`config.mk`:
```
export PLATFORM = sky130hd
export DESIGN_NAME = riscv_lsu_flat
export DESIGN_NICKNAME = d
export VERILOG_FILES = /design/src/rtl/riscv_lsu_pkg.sv /design/src/rtl/riscv_lsu_if.sv /design/src/rtl/riscv_lsu_align.sv /design/src/rtl/riscv_lsu.sv /design/src/flat_wrapper.sv
export SDC_FILE = /design/constraint.sdc
export NUM_CORES = 1
export LEC_CHECK = 0
export ABC_AREA = 1
export BUFFER_PORTS_ARGS = -buffer_cell sky130_fd_sc_hd__buf_4
export CAP_MARGIN = 10
export CORE_AREA = 2 2 102 104
export DETAILED_ROUTE_END_ITERATION = 16
export DIE_AREA = 0 0 104 106
export PLACE_DENSITY_LB_ADDON = 0.25
export SLEW_MARGIN = 25
export SYNTH_ARGS = -nofsm -noshare
export SYNTH_HDL_FRONTEND = slang
export SYNTH_SLANG_ARGS = --single-unit
```
`constraint.sdc`:
```
create_clock -name clk -period 4.17 [get_ports clk]
set_input_delay 0.2085 -clock clk [delete_from_list [all_inputs] [get_ports clk]]
set_output_delay 0.2085 -clock clk [all_outputs]
set_load 0.02 [all_outputs]
```
`src/rtl/riscv_lsu_pkg.sv`:
```
// riscv_lsu_pkg: funct3 codes, FSM/error encodings and access-width decode for the LSU
package riscv_lsu_pkg;
  localparam logic [2:0] F3_B  = 3'b000;
  localparam logic [2:0] F3_H  = 3'b001;
  localparam logic [2:0] F3_W  = 3'b010;
  localparam logic [2:0] F3_D  = 3'b011;
  localparam logic [2:0] F3_BU = 3'b100;
  localparam logic [2:0] F3_HU = 3'b101;
  localparam logic [2:0] F3_WU = 3'b110;
  typedef enum logic [1:0] {S_IDLE, S_WAIT, S_RESP} state_t;
  typedef enum logic [1:0] {
    ERR_OK       = 2'b00,
    ERR_MISALIGN = 2'b01,
    ERR_ILLEGAL  = 2'b10,
    ERR_TIMEOUT  = 2'b11
  } err_t;
  // log2 of the access size in bytes; the low two funct3 bits carry it
  function automatic logic [1:0] size_log2(input logic [2:0] f3);
    return f3[1:0];
  endfunction
  function automatic logic f3_legal(input logic [2:0] f3, input logic we, input logic wide);
    return we ? (f3 inside {F3_B, F3_H, F3_W} || (wide && f3 == F3_D))
              : (f3 inside {F3_B, F3_H, F3_W, F3_BU, F3_HU} || (wide && f3 inside {F3_D, F3_WU}));
  endfunction
endpackage

```
`src/rtl/riscv_lsu_if.sv`:
```
// riscv_lsu_if: datapath request/response and memory-port signals of the load/store unit
interface riscv_lsu_if #(
  parameter int DATA_W = 32,
  parameter int ADDR_W = 9
);
  localparam int NB = DATA_W / 8;
  localparam int MA_W = ADDR_W - $clog2(NB);
  logic              req_valid;
  logic              req_ready;
  logic              req_we;
  logic [2:0]        req_funct3;
  logic [ADDR_W-1:0] req_addr;
  logic [DATA_W-1:0] req_wdata;
  logic              resp_valid;
  logic [DATA_W-1:0] resp_rdata;
  logic [1:0]        err_code;
  logic              stall;
  logic              mem_req;
  logic              mem_we;
  logic [MA_W-1:0]   mem_addr;
  logic [NB-1:0]     mem_be;
  logic [DATA_W-1:0] mem_wdata;
  logic              mem_ack;
  logic [DATA_W-1:0] mem_rdata;
  modport master (
    output req_valid, req_we, req_funct3, req_addr, req_wdata, mem_ack, mem_rdata,
    input  req_ready, resp_valid, resp_rdata, err_code, stall, mem_req, mem_we, mem_addr, mem_be, mem_wdata
  );
  modport slave (
    input  req_valid, req_we, req_funct3, req_addr, req_wdata, mem_ack, mem_rdata,
    output req_ready, resp_valid, resp_rdata, err_code, stall, mem_req, mem_we, mem_addr, mem_be, mem_wdata
  );
endinterface

```
`src/rtl/riscv_lsu_align.sv`:
```
// lsu_align: byte-lane steering, byte enables and load sign/zero extension
module lsu_align import riscv_lsu_pkg::*; #(
  parameter int DATA_W = 32,
  localparam int NB = DATA_W / 8,
  localparam int OFF_W = $clog2(NB)
) (
  input  logic [2:0]        funct3,
  input  logic [OFF_W-1:0]  off,
  input  logic [DATA_W-1:0] wdata,
  input  logic [DATA_W-1:0] rdata,
  output logic [NB-1:0]     be,
  output logic [DATA_W-1:0] wdata_sh,
  output logic [DATA_W-1:0] rdata_ext
);
  logic [1:0] sz;
  logic [NB-1:0] mask;
  logic [DATA_W-1:0] keep, sh;
  logic sgn;
  always_comb begin
    sz = size_log2(funct3);
    for (int i = 0; i < NB; i++) mask[i] = i < (1 << sz);
    for (int i = 0; i < DATA_W; i++) keep[i] = i < (8 << sz);
    be = mask << off;
    wdata_sh = (wdata & keep) << {off, 3'b000};
    sh = rdata >> {off, 3'b000};
    sgn = ~funct3[2] & (sz == 2'd0 ? sh[7] : sz == 2'd1 ? sh[15] : sz == 2'd2 ? sh[31] : sh[DATA_W-1]);
    rdata_ext = (sh & keep) | (~keep & {DATA_W{sgn}});
  end
endmodule

```
`src/rtl/riscv_lsu.sv`:
```
// riscv_lsu: load/store unit driving a variable-latency memory port with byte enables,
// reporting misalignment, illegal widths and memory timeouts as error codes
module riscv_lsu import riscv_lsu_pkg::*; #(
  parameter int DATA_W = 32,
  parameter int ADDR_W = 9,
  parameter int TIMEOUT_CYCLES = 255
) (
  input logic clk,
  input logic reset,
  riscv_lsu_if.slave bus
);
  localparam int NB = DATA_W / 8;
  localparam int OFF_W = $clog2(NB);
  localparam int CNT_W = $clog2(TIMEOUT_CYCLES + 1);
  state_t state, state_nx;
  err_t err_q, err_dec;
  logic we_q;
  logic [2:0] f3_q;
  logic [ADDR_W-1:0] addr_q;
  logic [DATA_W-1:0] wdata_q, rdata_q, wdata_sh, rdata_ext;
  logic [NB-1:0] be;
  logic [CNT_W-1:0] cnt;
  logic [OFF_W-1:0] amask;
  logic timeout;
  lsu_align #(.DATA_W(DATA_W)) u_align (
    .funct3(f3_q),
    .off(addr_q[OFF_W-1:0]),
    .wdata(wdata_q),
    .rdata(bus.mem_rdata),
    .be(be),
    .wdata_sh(wdata_sh),
    .rdata_ext(rdata_ext)
  );
  always_ff @(posedge clk or negedge reset)
    if (!reset) state <= S_IDLE;
    else state <= state_nx;
  always_comb begin
    for (int i = 0; i < OFF_W; i++) amask[i] = i < int'(size_log2(bus.req_funct3));
    err_dec = !f3_legal(bus.req_funct3, bus.req_we, DATA_W == 64) ? ERR_ILLEGAL :
              (bus.req_addr[OFF_W-1:0] & amask) != '0 ? ERR_MISALIGN : ERR_OK;
    timeout = cnt == CNT_W'(TIMEOUT_CYCLES - 1);
    state_nx = state == S_IDLE ? (bus.req_valid ? (err_dec == ERR_OK ? S_WAIT : S_RESP) : S_IDLE) :
               state == S_WAIT ? ((bus.mem_ack || timeout) ? S_RESP : S_WAIT) : S_IDLE;
  end
  // ack is checked before timeout so an ack on the final wait cycle still completes
  always_ff @(posedge clk or negedge reset)
    if (!reset) begin
      err_q <= ERR_OK;
      we_q <= 1'b0;
      f3_q <= '0;
      addr_q <= '0;
      wdata_q <= '0;
      rdata_q <= '0;
      cnt <= '0;
    end else begin
      if (state == S_IDLE && bus.req_valid) begin
        we_q <= bus.req_we;
        f3_q <= bus.req_funct3;
        addr_q <= bus.req_addr;
        wdata_q <= bus.req_wdata;
        err_q <= err_dec;
        rdata_q <= '0;
        cnt <= '0;
      end
      if (state == S_WAIT) begin
        cnt <= cnt + CNT_W'(1);
        if (bus.mem_ack) begin
          err_q <= ERR_OK;
          rdata_q <= we_q ? '0 : rdata_ext;
        end else if (timeout) err_q <= ERR_TIMEOUT;
      end
      if (state == S_RESP) cnt <= '0;
    end
  always_comb begin
    bus.req_ready = state == S_IDLE;
    bus.stall = state == S_WAIT || (state == S_IDLE && bus.req_valid);
    bus.mem_req = state == S_WAIT;
    bus.mem_we = state == S_WAIT && we_q;
    bus.mem_addr = state == S_WAIT ? addr_q[ADDR_W-1:OFF_W] : '0;
    bus.mem_be = state == S_WAIT ? be : '0;
    bus.mem_wdata = (state == S_WAIT && we_q) ? wdata_sh : '0;
    bus.resp_valid = state == S_RESP;
    bus.resp_rdata = state == S_RESP ? rdata_q : '0;
    bus.err_code = state == S_RESP ? err_q : ERR_OK;
  end
endmodule

```
`src/flat_wrapper.sv`:
```
// flat-port wrapper written by rule: the top's interface ports become plain ports
module riscv_lsu_flat import riscv_lsu_pkg::*;
#(
  parameter int DATA_W = 32,
  parameter int ADDR_W = 9,
  parameter int TIMEOUT_CYCLES = 255
)
  (clk, reset, bus_req_valid, bus_req_we, bus_req_funct3, bus_req_addr, bus_req_wdata, bus_mem_ack, bus_mem_rdata, bus_req_ready, bus_resp_valid, bus_resp_rdata, bus_err_code, bus_stall, bus_mem_req, bus_mem_we, bus_mem_addr, bus_mem_be, bus_mem_wdata);
  riscv_lsu_if #(.DATA_W(DATA_W), .ADDR_W(ADDR_W)) bus_i ();
  input logic clk;
  input logic reset;
  input wire logic [$bits(bus_i.req_valid)-1:0] bus_req_valid;
  input wire logic [$bits(bus_i.req_we)-1:0] bus_req_we;
  input wire logic [$bits(bus_i.req_funct3)-1:0] bus_req_funct3;
  input wire logic [$bits(bus_i.req_addr)-1:0] bus_req_addr;
  input wire logic [$bits(bus_i.req_wdata)-1:0] bus_req_wdata;
  input wire logic [$bits(bus_i.mem_ack)-1:0] bus_mem_ack;
  input wire logic [$bits(bus_i.mem_rdata)-1:0] bus_mem_rdata;
  output wire logic [$bits(bus_i.req_ready)-1:0] bus_req_ready;
  output wire logic [$bits(bus_i.resp_valid)-1:0] bus_resp_valid;
  output wire logic [$bits(bus_i.resp_rdata)-1:0] bus_resp_rdata;
  output wire logic [$bits(bus_i.err_code)-1:0] bus_err_code;
  output wire logic [$bits(bus_i.stall)-1:0] bus_stall;
  output wire logic [$bits(bus_i.mem_req)-1:0] bus_mem_req;
  output wire logic [$bits(bus_i.mem_we)-1:0] bus_mem_we;
  output wire logic [$bits(bus_i.mem_addr)-1:0] bus_mem_addr;
  output wire logic [$bits(bus_i.mem_be)-1:0] bus_mem_be;
  output wire logic [$bits(bus_i.mem_wdata)-1:0] bus_mem_wdata;
  assign bus_i.req_valid = bus_req_valid;
  assign bus_i.req_we = bus_req_we;
  assign bus_i.req_funct3 = bus_req_funct3;
  assign bus_i.req_addr = bus_req_addr;
  assign bus_i.req_wdata = bus_req_wdata;
  assign bus_i.mem_ack = bus_mem_ack;
  assign bus_i.mem_rdata = bus_mem_rdata;
  assign bus_req_ready = bus_i.req_ready;
  assign bus_resp_valid = bus_i.resp_valid;
  assign bus_resp_rdata = bus_i.resp_rdata;
  assign bus_err_code = bus_i.err_code;
  assign bus_stall = bus_i.stall;
  assign bus_mem_req = bus_i.mem_req;
  assign bus_mem_we = bus_i.mem_we;
  assign bus_mem_addr = bus_i.mem_addr;
  assign bus_mem_be = bus_i.mem_be;
  assign bus_mem_wdata = bus_i.mem_wdata;
  riscv_lsu #(.DATA_W(DATA_W), .ADDR_W(ADDR_W), .TIMEOUT_CYCLES(TIMEOUT_CYCLES)) u_core (.clk(clk), .reset(reset), .bus(bus_i));
endmodule
```
=== After elaboration in Yosys (flattened, before gate mapping) ===
Index checks and enable logic that the tools add are counted.

* Register bits after elaboration: 89
* Output and inout port bits: 82

* Add/subtract/negate cells: 1
* Magnitude comparators: 38
* Eq/ne operators: 8
* Shift operators: 5
* Mux-type cells: 26
* Bitwise logic cells: 8
* Reductions and logical operators: 12

{| class="wikitable"
|+ Operators with widths
! kind !! count
|-
| 6-bit by 32-bit less-than comparator with 1-bit output (first input constant) || 16
|-
| 5-bit by 32-bit less-than comparator with 1-bit output (first input constant) || 8
|-
| 32-bit 2-to-1 mux || 6
|-
| 3-bit by 32-bit less-than comparator with 1-bit output (first input constant) || 4
|-
| 4-bit by 32-bit less-than comparator with 1-bit output (first input constant) || 4
|-
| 32-bit AND || 3
|-
| 1-bit by 32-bit less-than comparator with 1-bit output (first input constant) || 2
|-
| 2-bit by 32-bit less-than comparator with 1-bit output (first input constant) || 2
|-
| 32-bit inverter || 1
|-
| 32-bit OR || 1
|-
| 1-bit by 2-bit left shift with 32-bit output (first input constant) || 1
|-
| 32-bit by 5-bit left shift with 32-bit output || 1
|-
| 4-bit by 2-bit left shift with 32-bit output (first input constant) || 1
|-
| 32-bit by 5-bit right shift with 32-bit output || 1
|-
| 8-bit 2-to-1 mux || 3
|-
| 2-bit 2-to-1 mux || 11
|-
| 8-bit by 1-bit adder with 8-bit output (second input constant) || 1
|-
| 8-bit equality test (second input constant) || 1
|-
| 7-bit 2-to-1 mux || 1
|-
| 3-bit equality test (second input constant) || 2
|-
| 2-bit zero test || 3
|-
| 3-bit nonzero test || 2
|-
| 5-bit nonzero test || 1
|-
| 2-bit by 1-bit equality test with 1-bit output (second input constant) || 2
|-
| other kinds (14) || 20
|}

=== Logic depth before layout (Yosys ltp) ===
Gate-level depths: netlist of the first run.

* Depth after elaboration: 9
* Gate-level depth with buffers: 10

=== Hierarchy ===
A second synthesis of the first run with hierarchy kept.

* Cell total of the unflattened synthesis: 859
* Area total of the unflattened synthesis: 5,723.0 µm²

{| class="wikitable"
|+ By module, submodules not included
! module !! instances !! cells an instance !! area each (µm²)
|-
| riscv_lsu || 1 || 608 || 4,461.8
|-
| lsu_align || 1 || 251 || 1,261.2
|}

=== Worst setup path after synthesis of the first run ===
No wires, ideal clock.

* Path kind: register to output
* Start point: register u_core.state[1]
* End point: output port bus_mem_wdata[24]
* Data arrival time: 1.632 ns
* Required time: 3.962 ns
* Slack: 2.329 ns
* Stages on the path, launching flop included: 8
* Buffers on the path: 1
* Cells stage by stage: dfrtp_1 inv_1 ha_1 buf_2 nand2_1 nor2_1 nand3_1 inv_1

* Longest elaborated chain between the ends: 3

{| class="wikitable"
|+ RTL lines
! item !! line !! text
|-
| from (decl) || riscv_lsu.sv:15 || <nowiki>state_t state, state_nx;</nowiki>
|-
| from (signal assigned) || riscv_lsu.sv:36 || <nowiki>else state <= state_nx;</nowiki>
|-
| 2-bit by 1-bit equality test with 1-bit output || n/a ||
|-
| named net bus_mem_req || flat_wrapper.sv:24 || <nowiki>output wire logic [$bits(bus_i.mem_req)-1:0] bus_mem_req;</nowiki>
|-
| 1-bit logical AND || riscv_lsu.sv:81 || <nowiki>bus.mem_wdata = (state == S_WAIT && we_q) ? wdata_sh : '0;</nowiki>
|-
| 32-bit 2-to-1 mux || riscv_lsu.sv:81 ||
|-
| to (decl) || flat_wrapper.sv:28 || <nowiki>output wire logic [$bits(bus_i.mem_wdata)-1:0] bus_mem_wdata;</nowiki>
|}

The timed path passes the listed nets, and every way through them passes these cells.

=== Final worst setup path of the first run ===
* Start point: register u_core.state[1]
* End point: output port bus_mem_wdata[14]

* Longest elaborated chain between the ends: 3

{| class="wikitable"
|+ RTL lines
! item !! line
|-
| 2-bit by 1-bit equality test with 1-bit output || riscv_lsu.sv:81
|-
| 1-bit logical AND || riscv_lsu.sv:81
|-
| 32-bit 2-to-1 mux || riscv_lsu.sv:81
|}

Every way passes these cells.

==> summary.txt, run 1 <==
Status
  • Status: complete, no violations

Synthesis
  • Async S/R FF share, synth: 100%
  • Share of the synthesized area in the top cell type: 41.4%
  • Sequential area share after synthesis: 41.4%
  • Syn avg cell area: 6.76 µm²
  • Post-synthesis register bit count: 89
  • Leading area contributor after synthesis: dfrtp_1
  • Dominant cells by area after synthesis: dfrtp_1 41%, nand2_1 23%, nand3_1 7.2%
  • Total nets after synthesis: 882
  • Mapped Cells: 796
  • Synth warnings: 0
  • Most common flop cell mapped by yosys: dfrtp_1
  • Post-synthesis instance area: 5380 µm²
  • Number of synthesized flops with an enable pin: 0
  • Synth cell types: 33

Clock network
  • # resized after CTS: 0
  • CTS max path bufs: 2
  • Hold_buf cts: 1
  • Reg clk slew, reported paths: 0.09 ns
  • Worst-Skew Late Latency: 0.37 ns
  • CTS tree: built
  • CTS Root Buffer Type: clkbuf_8
  • Clock sink total: 89
  • CTS H-tree depth: 3
  • Post-CTS Setup Bufs: 0
  • Num CTS Buffers: 9

Global route
  • Grt total ovfl: 0
  • Largest net degree at the start of global routing: 90
  • Vias in the first global route: 5417
  • First-pass GRT wire length: 25.8 mm
  • Initial antenna violation count: 0
  • Gr usage total: 28.9%

Floorplan
  • Num rows: 37
  • Core area: 10000 µm²
  • Starting Density: 53.8%
  • DIE AREA: 11000 µm²
  • DIE HEIGHT: 106 µm
  • Die width: 104 µm
  • I/O Pins: 163

Placed design
  • Placed standard-cell area: 6570 µm²
  • Global placement routability congestion: 0.895
  • IO Port Bufs: 162
  • Post-DP HPWL: 11.1 mm

Final layout
  • Post-layout util: 67.9%
  • Area grow syn2layout: 26.2%
  • Layout cells sized above 1: 21.4%
  • Final Instance Area: 6790 µm²
  • Antenna cells: 0
  • Fill cell count: 919
  • Nets: 1012

Pwr
  • Sequential share of power: 42.5%
  • Clock share of power: 24.4%
  • Comb pwr share: 33.1%
  • Switch Pwr: 0.000988 W
  • Cell Int Power: 0.00159 W
  • Leakage dissipation: 4.04 nW
  • Final Power: 0.00258 W
  • Max VDD drop: 0.194 mV
  • Pwr dens: 380 nW/µm²
  • Sw frac: 38.3%

Drt
  • Remaining antenna violation count: 0
  • Routed WL per cell: 15.0 µm
  • Detailed Routing Iterations Pass 1: 8
  • Residual DRC: 0
  • Final WL: 16.0 mm
  • DR iter-0 viols: 406
  • Vias per cell: 5.35
  • Via count: 5711

Timing
  • RSZ-0062 raised after global routing: false
  • Fin. Hold Viols: 0
  • Crit share post-route: 71.7%
  • Max-slew violation count: 0
  • Final Setup Violations: 0
  • Clk_skew: 0.00713 ns
  • Final Hold Slack: 0.0292 ns
  • Max transition margin: 38.8%
  • Period minus WS final: 2.99 ns
  • Final setup TNS: 0 ns
  • Fmax: 0.334 GHz
  • Worst-margin pin slew: 0.917 ns

Run
  • MaxCap Viol Count: 0

Critical path
  • Critical Path Sink Type: output pin
  • Critical path required time: 3.96 ns
  • Critical path type: flop to output pin
  • CP max FO: 24
  • CP startpoint kind: flop
  • Arrival @ worst endpoint: 2.78 ns

Worst hold path
  • Hold crit path type: input port to flop
cells by family (layout without fill, tap and decap cells):
| kind of cell | after synthesis | count (layout) | synth area share (%) |
|---|---|---|---|
| AND/OR/NAND/NOR | 455 | 455 | 34.7 |
| buffers and inverters | 143 | 278 | 11.1 |
| AO/OA/AOI/OAI | 102 | 102 | 11.3 |
| flip-flops | 89 | 89 | 41.4 |
| adder cells (fa/ha/maj) | 5 | 5 | 1.16 |
| XOR/XNOR | 2 | 2 | 0.326 |
path summary, 6_finish.rpt:
check,depth (start not counted),startpoint,end,slack [ns]
worst max register to register,8,u_core.state[1],u_core.rdata_q[1],1.39
max in group asynchronous,2,reset,u_core.wdata_q[25],3.15
worst max-delay path,5,u_core.state[1],bus_mem_wdata[14],1.18
min in group asynchronous,2,reset,u_core.cnt[2],0.47
worst min register to register,2,u_core.addr_q[4],u_core.addr_q[4],0.49
worst min-delay path,3,bus_req_addr[6],u_core.addr_q[6],0.03
cells in the final DEF, fill, tap and decap left out, types with 5 or more instances in the layout:
cell        n
nand2_1   322
buf_4     167
dfrtp_1    89
inv_1      88
nand3_1    77
o21ai_0    44
nor2_1     39
a21oi_1    22
o211ai_1   20
clkbuf_8   12
o221ai_1    7
nand2_2     5
ha_1        5
area by class of cell:
class	count	area (µm²)	share of cell area (%)
repair buffers	169	1270	18.8
inverters	93	349	5.14
multi-input cells	564	2560	37.7
clock inverters	2	35.0	0.516
well taps	136	170	2.51
clock buffers	14	173	2.54
flip-flops and latches	89	2230	32.8
worst max-delay path, cell delays in order, from the launching register on:
cell     delay, ns
dfrtp_1       0.41
inv_1         0.09
ha_1          0.57
nand3_1       0.74
nor2_1        0.40
buf_4         0.20
layer usage:
| metal | share of wire [%] | GRT usage (%) |
|---|---|---|
| met1 | 42 | 37.4 |
| met3 | 7.0 | 4.29 |
| met2 | 49 | 48.4 |
| met4 | 2.5 | 12.7 |
| met5 | 0 | 0 |
cells in the mapped netlist, types with 2 or more instances:
cell type	count
nand4_1	3
buf_6	3
clkbuf_1	18
nand2_2	4
o21ai_0	44
buf_4	3
nor2_4	2
nor3_1	3
nand3_1	77
buf_2	20
ha_1	5
a21oi_1	22
buf_1	6
nand3_2	3
inv_2	4
o211ai_1	20
dfrtp_1	89
inv_1	88
nand2_1	323
o221ai_1	7
nor2_1	39
xor2_1	2
power by group through the flow:
stage | Sequential, W | Clock (W) | Combinational [W]
2_1_floorplan | 0.00106 | 0 | 0.000621
3_3_place_gp | 0.00110 | 0 | 0.000829
3_5_place_dp | 0.00111 | 0 | 0.000842
4_1_cts | 0.00109 | 0.000639 | 0.000846
5_1_grt | 0.00111 | 0.000659 | 0.000949
6_report | 0.00110 | 0.000630 | 0.000854
through the flow:
step,worst slack (ns),instances
after global routing,0.959,1067
final,1.18,1067
after detailed placement,1.47,1050
after floorplan,2.33,796
after CTS,1.19,1067
after global placement,1.60,1050
flip-flops by register name, summed over array words and instances (netlist names):
register,flops
u_core.wdata_q,32
u_core.rdata_q,32
u_core.cnt,8
u_core.addr_q,9
u_core.f3_q,3
u_core.err_q,2
u_core.state,2
u_core.we_q,1
No activity file was read; power rests on OpenSTA's default activity.
==> run 2, diff against run 1 <==
ABC_AREA = 0   (was 1)
CORE_AREA = 2 2 103 105   (was 2 2 102 104)
DIE_AREA = 0 0 105 107   (was 0 0 104 106)
clock period = 3 ns   (was 4.17 ns; I/O delays follow)
==> run 2 against run 1 <==
  * Synthesized area shrank 6.5%
  * Critical path type unchanged
  * Critical path depth fell by 1
  * First-iteration DRC count shrank 49%
  * Largest power group unchanged
  * Combinational power rose by 29%
  * Sequential power increased by 38%
  * Clock power up 30%
  * Worst hold slack worse by 0.0045 ns
  * Cell count down 27%
==> summary.txt, run 2 <==
Status
  • Status: complete, no violations

Placed design
  • Post-DP HPWL: 9.99 mm (-9.9%)
  • IO Port Bufs: 162 (unchanged)
  • Global placement routability congestion: 0.881 (-1.6%)

Synthesis
  • Async S/R FF share, synth: 100% (unchanged)
  • Post-synthesis register bit count: 89 (unchanged)
  • Total nets after synthesis: 575 (-35%)
  • Leading area contributor after synthesis: dfrtp_1
  • Synth warnings: 0 (unchanged)
  • Most common flop cell mapped by yosys: dfrtp_1
  • Number of synthesized flops with an enable pin: 0 (unchanged)
  • Dominant cells by area after synthesis: dfrtp_1 44%, mux2_2 14%, and2_1 6.3%
  • Top-count cell post-synth: dfrtp_1
  • Sequential area share after synthesis: 44.3% (+2.9 points)
  • Synth cell types: 44 (+33%)
  • Mapped Cells: 489 (-39%)
  • Post-synth top cells: 89 x dfrtp_1, 62 x mux2_2, 51 x and2_1
  • Post-synthesis instance area: 5030 µm² (-6.5%)
  • Syn avg cell area: 10.3 µm² (+52%)
  • Share of the synthesized area in the top cell type: 44.3% (+2.9 points)

Timing
  • Max transition margin: 41.4% (+2.6 points)
  • Period minus WS final: 2.54 ns
  • Crit share post-route: 84.5%
  • Final setup TNS: 0 ns (unchanged)
  • Fmax: 0.394 GHz
  • Clk_skew: 0.00540 ns (-0.00173 ns)
  • Worst-margin pin slew: 0.878 ns (-0.0391 ns)
  • Max-slew violation count: 0 (unchanged)
  • Fin. Hold Viols: 0 (unchanged)
  • Final Hold Slack: 0.0247 ns (-0.00452 ns)
  • RSZ-0062 raised after global routing: false
  • Final Setup Violations: 0 (unchanged)

Clock network
  • CTS H-tree depth: 3 (unchanged)
  • CTS max path bufs: 2 (unchanged)
  • Worst-Skew Late Latency: 0.35 ns (-0.02 ns)
  • CTS Root Buffer Type: clkbuf_8
  • Clock sink total: 89 (unchanged)
  • Reg clk slew, reported paths: 0.09 ns (about the same)
  • Num CTS Buffers: 9 (unchanged)
  • # resized after CTS: 0 (unchanged)
  • CTS tree: built

Global route
  • Largest net degree at the start of global routing: 47 (-48%)
  • Vias in the first global route: 4437 (-18%)
  • Grt total ovfl: 0 (unchanged)
  • First-pass GRT wire length: 22.3 mm (-13%)
  • Initial antenna violation count: 0 (unchanged)
  • Gr usage total: 25.0% (-3.9 points)

Pwr
  • Max VDD drop: 0.277 mV (+43%)
  • Leakage dissipation: 3.05 nW (-24%)
  • Final Power: 0.00344 W (+33%)
  • Pwr dens: 523 nW/µm² (+38%)

Drt
  • Detailed Routing Iterations Pass 1: 5 (-3)
  • Remaining antenna violation count: 0 (unchanged)
  • Routed WL per cell: 17.7 µm (+17%)
  • DR iter-0 viols: 209 (-49%)
  • Final WL: 13.8 mm (-14%)
  • Residual DRC: 0 (unchanged)
  • Via count: 4416 (-23%)
  • Vias per cell: 5.65 (+5.5%)

Critical path
  • Critical Path Sink Type: output pin
  • CP startpoint kind: flop
  • Critical path required time: 2.85 ns (-1.11 ns)
  • Top Family by Delay on Critical Path: compound AO/OA/AOI/OAI gates
  • Worst path max stage delay: 0.54 ns (-0.20 ns)
  • CP Buf/Inv Count: 2 (unchanged)
  • CP max FO: 46 (+92%)
  • Crit-path most repeated cell: buf_4
  • Crit path max-delay cell type: dfrtp_2
  • Arrival @ worst endpoint: 2.39 ns (-0.39 ns)
  • Critical path type: flop to output pin
  • Cell Chain, Critical Path: buf_4 > o21ai_1 > a211oi_1 > buf_4

Final layout
  • Antenna cells: 0 (unchanged)
  • Fill cell count: 827 (-10%)
  • Area grow syn2layout: 30.7%
  • Largest regs: u_core.rdata_q: 32 flops, u_core.wdata_q: 32 flops, u_core.addr_q: 9 flops
  • Post-layout util: 65.1% (-2.8 points)
  • Commonest non-fill, non-tap cell in the layout: buf_4
  • Commonest non-fill, non-tap cells in the layout: 176 x buf_4, 87 x dfrtp_1, 62 x mux2_2, 50 x and2_1, 36 x a21oi_1
  • Nets: 727 (-28%)
  • Layout cells sized above 1: 40.7% (+19 points)

Floorplan
  • Core area: 10100 µm² (+0.93%)
  • Starting Density: 49.8% (-4.0 points)
  • I/O Pins: 163 (unchanged)
  • Die width: 105 µm (+0.96%)
  • DIE HEIGHT: 107 µm (+0.94%)
  • DIE AREA: 11200 µm² (+1.9%)
  • Num rows: 37 (unchanged)

Run
  • MaxCap Viol Count: 0 (unchanged)

Worst hold path
  • Hold crit path type: input port to flop
-- run 2: cell count changes in the layout (fill, tap and decap cells not counted), moves of 23 or more --
cell / previous run / this run
o21ai_0: 44 / 21
and2_1: 0 / 50
inv_1: 88 / 5
nand3_1: 77 / 4
mux2_2: 0 / 62
nand2_1: 322 / 29
-- run 2: path summary, 6_finish.rpt --
path	end	cells after the start	slack, ns	from
worst max-delay path	bus_mem_wdata[24]	4	0.46	u_core.addr_q[1]
worst min-delay path	u_core.wdata_q[16]	2	0.02	bus_req_wdata[16]
worst max register to register	u_core.wdata_q[17]	5	0.88	u_core.state[0]
worst min register to register	u_core.rdata_q[7]	2	0.48	u_core.rdata_q[7]
max in group asynchronous	u_core.wdata_q[20]	3	1.95	reset
min in group asynchronous	u_core.cnt[6]	2	0.32	reset
-- run 2: where the power goes --
group	internal, W	switching [W]	leakage [nW]
Sequential	0.00137	0.000153	1.13
Combinational	0.000516	0.000582	1.82
Clock	0.000402	0.000417	0.102
-- run 2: layout make-up --
| type | instances | area [µm²] | share of cell area (%) |
|---|---|---|---|
| tap | 136 | 170 | 2.59 |
| clock buffer | 10 | 138 | 2.09 |
| inverter | 5 | 18.8 | 0.286 |
| timing repair buffer | 178 | 1340 | 20.4 |
| multi-input combinational | 358 | 2620 | 39.8 |
| clock inverter | 6 | 57.6 | 0.876 |
| sequential | 89 | 2230 | 33.9 |
-- run 2: layer usage --
layer / track usage, % / vias to the layer above / routed length (µm)
met5: 0 / - / 0
met4: 9.62 / 0 / 269
met3: 5.23 / 22 / 1060
met2: 40.7 / 212 / 6640
met1: 33.0 / 2122 / 5840
li1: - / 2060 / -
-- run 2: cells by family after synthesis --
group	Yosys count	synth area share [%]
AO/OA/AOI/OAI	118	16.7
XOR/XNOR	6	1.04
adder cells (fa/ha/maj)	5	1.24
buffers and inverters	42	3.78
flip-flops	89	44.3
multiplexers	77	16.9
AND/OR/NAND/NOR	152	16.1
-- run 2: through the flow --
step | area [µm²] | cells | setup WS (ns)
CTS | 6570 | 782 | 0.505
global placement | 6360 | 764 | 0.920
finish | 6570 | 782 | 0.464
global route | 6570 | 782 | 0.325
detailed placement | 6360 | 764 | 0.915
floorplan | 5030 | 489 | 0.849
-- run 2: timing repair --
action,CTS,global route
endpoints found under the hold margin,41,0
buffers inserted,0,0
hold buffers,2,0
==> run 3, diff against run 2 <==
clock period = 2.4 ns   (was 3 ns; I/O delays follow)
==> run 3 against run 2 <==
  * Register-to-register slack worse by 0.53 ns
  * Clock-buffer cell count up 3
  * Largest cell class unchanged
  * Via count increased by 3.4%
  * Critical path type unchanged
  * First-iteration DRC count increased by 13%
  * Worst setup slack got worse by 0.34 ns
  * Sequential cell count unchanged
  * Largest power group unchanged
==> summary.txt, run 3 (same netlist as run 2, synthesis figures left out) <==
Clock network
  • Reg clk slew, reported paths: 0.08 ns (about the same)
  • CTS H-tree depth: 3 (unchanged)
  • Post-CTS Setup Bufs: 0 (unchanged)
  • Num CTS Buffers: 9 (unchanged)
  • CTS Root Buffer Type: clkbuf_8
  • Worst-Skew Late Latency: 0.36 ns (about the same)
  • CTS max path bufs: 2 (unchanged)
  • Clock sink total: 89 (unchanged)
  • CTS tree: built

Final layout
  • Commonest non-fill, non-tap cells in the layout: 174 x buf_4, 87 x dfrtp_1, 62 x mux2_2, 50 x and2_1, 37 x dlygate4sd3_1
  • Commonest non-fill, non-tap cell in the layout: buf_4
  • Fill cell count: 774 (-6.4%)
  • Layout cells sized above 1: 39.2% (-1.5 points)
  • Largest regs: u_core.rdata_q: 32 flops, u_core.wdata_q: 32 flops, u_core.addr_q: 9 flops
  • Nets: 764 (+5.1%)
  • Area grow syn2layout: 39.3%
  • Antenna cells: 0 (unchanged)

Timing
  • Clk_skew: 0.00697 ns (+0.00157 ns)
  • Period minus WS final: 2.28 ns
  • Worst Slack Setup Final: 0.124 ns (-0.340 ns)
  • Fmax: 0.439 GHz
  • Fin. Hold Viols: 0 (unchanged)
  • Max-slew violation count: 0 (unchanged)
  • Crit share post-route: 94.8%
  • Max transition margin: 49.4% (+8.0 points)
  • Final Setup Violations: 0 (unchanged)
  • Worst-margin pin slew: 0.759 ns (-0.120 ns)

Global route
  • Largest net degree at the start of global routing: 59 (+26%)
  • Gr usage total: 25.4% (+0.34 points)
  • Grt total ovfl: 0 (unchanged)
  • Initial antenna violation count: 0 (unchanged)
  • First-pass GRT wire length: 22.7 mm (+1.8%)
  • Vias in the first global route: 4511 (+1.7%)

Floorplan
  • Num rows: 37 (unchanged)
  • Die width: 105 µm (unchanged)
  • DIE HEIGHT: 107 µm (unchanged)
  • DIE AREA: 11200 µm² (unchanged)
  • Core area: 10100 µm² (unchanged)
  • I/O Pins: 163 (unchanged)
  • Starting Density: 49.8% (unchanged)

Pwr
  • Final Power: 0.00439 W (+28%)
  • Leakage dissipation: 3.23 nW (+5.7%)
  • Pwr dens: 627 nW/µm² (+20%)
  • Max VDD drop: 0.345 mV (+24%)

Drt
  • Final WL: 14.1 mm (+1.9%)
  • Via count: 4566 (+3.4%)
  • DR iter-0 viols: 237 (+13%)
  • Detailed Routing Iterations Pass 1: 5 (unchanged)
  • Routed WL per cell: 17.2 µm (-2.7%)
  • Residual DRC: 0 (unchanged)
  • Vias per cell: 5.58 (-1.3%)
  • Remaining antenna violation count: 0 (unchanged)

Run
  • MaxCap Viol Count: 0 (unchanged)

Status
  • Status: complete, no violations

Critical path
  • Critical path required time: 2.28 ns (-0.57 ns)
  • Worst r2r src: u_core.state[1]
  • CP startpoint kind: flop
  • FF-to-FF setup slack: 0.35 ns (-0.53 ns)
  • R2r endpoint: u_core.err_q[0]
  • Crit-path most repeated cell: inv_1
  • Cell depth of the worst flop-to-flop path: 6 (+1)
  • Crit path max-delay cell type: dfrtp_1
  • Worst path max stage delay: 0.41 ns (-0.13 ns)
  • CP max FO: 19 (-59%)
  • Arrival @ worst endpoint: 2.16 ns (-0.23 ns)
  • Critical path type: flop to output pin
  • Cell Chain, Critical Path: inv_1 > ha_1 > buf_6 > nand2_1 > inv_1 > o21ai_2 > a211oi_1 > buf_4
  • Critical Path Sink Type: output pin

Placed design
  • Global placement routability congestion: 0.873 (-0.86%)
  • IO Port Bufs: 162 (unchanged)
  • Setup WS pre-CTS: 0.404 ns (-0.511 ns)
  • Post-DP HPWL: 9.67 mm (-3.2%)

Worst hold path
  • Worst Hold Path EP: u_core.addr_q[7]
  • Hold crit path type: input port to flop
  • Hold_sp: bus_req_addr[7]
  • Hold Crit Depth: 2 (unchanged)
## run 3: changes by cell type in the layout (fill, tap and decap cells not counted), sizes merged
cell	delta
buf	+2
clkbuf	+3
clkinv	-2
clkinvlp	-1
dlygate4sd3	+35
## run 3: where the power goes
part | internal [W] | switching, W | total (W) | leakage, nW
Combinational | 0.000705 | 0.000744 | 0.00145 | 2.00
Clock | 0.000509 | 0.000511 | 0.00102 | 0.0974
Sequential | 0.00171 | 0.000208 | 0.00192 | 1.13
## run 3: stage by stage
step / util (%) / hold WS (ns) / std cells / TNS, ns / cell area [µm²]
after CTS: 69.1 / 0.0000770 / 819 / -0.0179 / 6970
after floorplan: - / -0.176 / 489 / 0 / 5030
after detailed placement: 63.5 / 0.242 / 766 / 0 / 6410
final: 69.4 / 0.0129 / 819 / 0 / 7000
after global placement: 63.5 / 0.250 / 766 / 0 / 6410
after global routing: 69.4 / 0.00213 / 819 / -0.00275 / 7000
## run 3: per-layer routing
layer	global-route usage, %	share of wire, %
met5	0	0
met4	13.0	3.3
met3	3.59	6.9
met2	40.5	47
met1	33.8	42
## run 3: worst max-delay path by stage
stage	start	end	slack [ns]	depth (start not counted)
after floorplan	u_core.state[1]	bus_mem_wdata[22]	0.28	8
after global placement	u_core.state[0]	u_core.err_q[0]	0.46	6
after detailed placement	u_core.state[1]	u_core.err_q[0]	0.40	6
after CTS	u_core.state[1]	bus_mem_wdata[29]	-0.01	8
after global routing	u_core.state[1]	bus_mem_wdata[26]	-0.003	8
final	u_core.state[1]	bus_mem_wdata[27]	0.12	8
## run 3: worst max-delay path, delay by kind of cell, from the launching register on
kind / cells / cell delay (ns)
adder cells (fa/ha/maj): 1 / 0.19
AO/OA/AOI/OAI: 2 / 0.46
buffers and inverters: 4 / 0.59
flip-flops: 1 / 0.41
AND/OR/NAND/NOR: 1 / 0.15
## run 3: layout make-up
type / instances / area (µm²) / area share, %
Multi-Input combinational cell: 358 / 2650 / 37.8
Clock inverter: 3 / 40.0 / 0.572
Sequential cell: 89 / 2230 / 31.8
Timing Repair Buffer: 215 / 1750 / 25.0
Tap cell: 136 / 170 / 2.43
Inverter: 5 / 18.8 / 0.268
Clock buffer: 13 / 149 / 2.13
## run 3: what timing repair did
action	CTS	global route
gates resized for setup	0	8
endpoints found under the setup margin	2	31
hold buffers	37	0
hold endpoints to repair	95	0
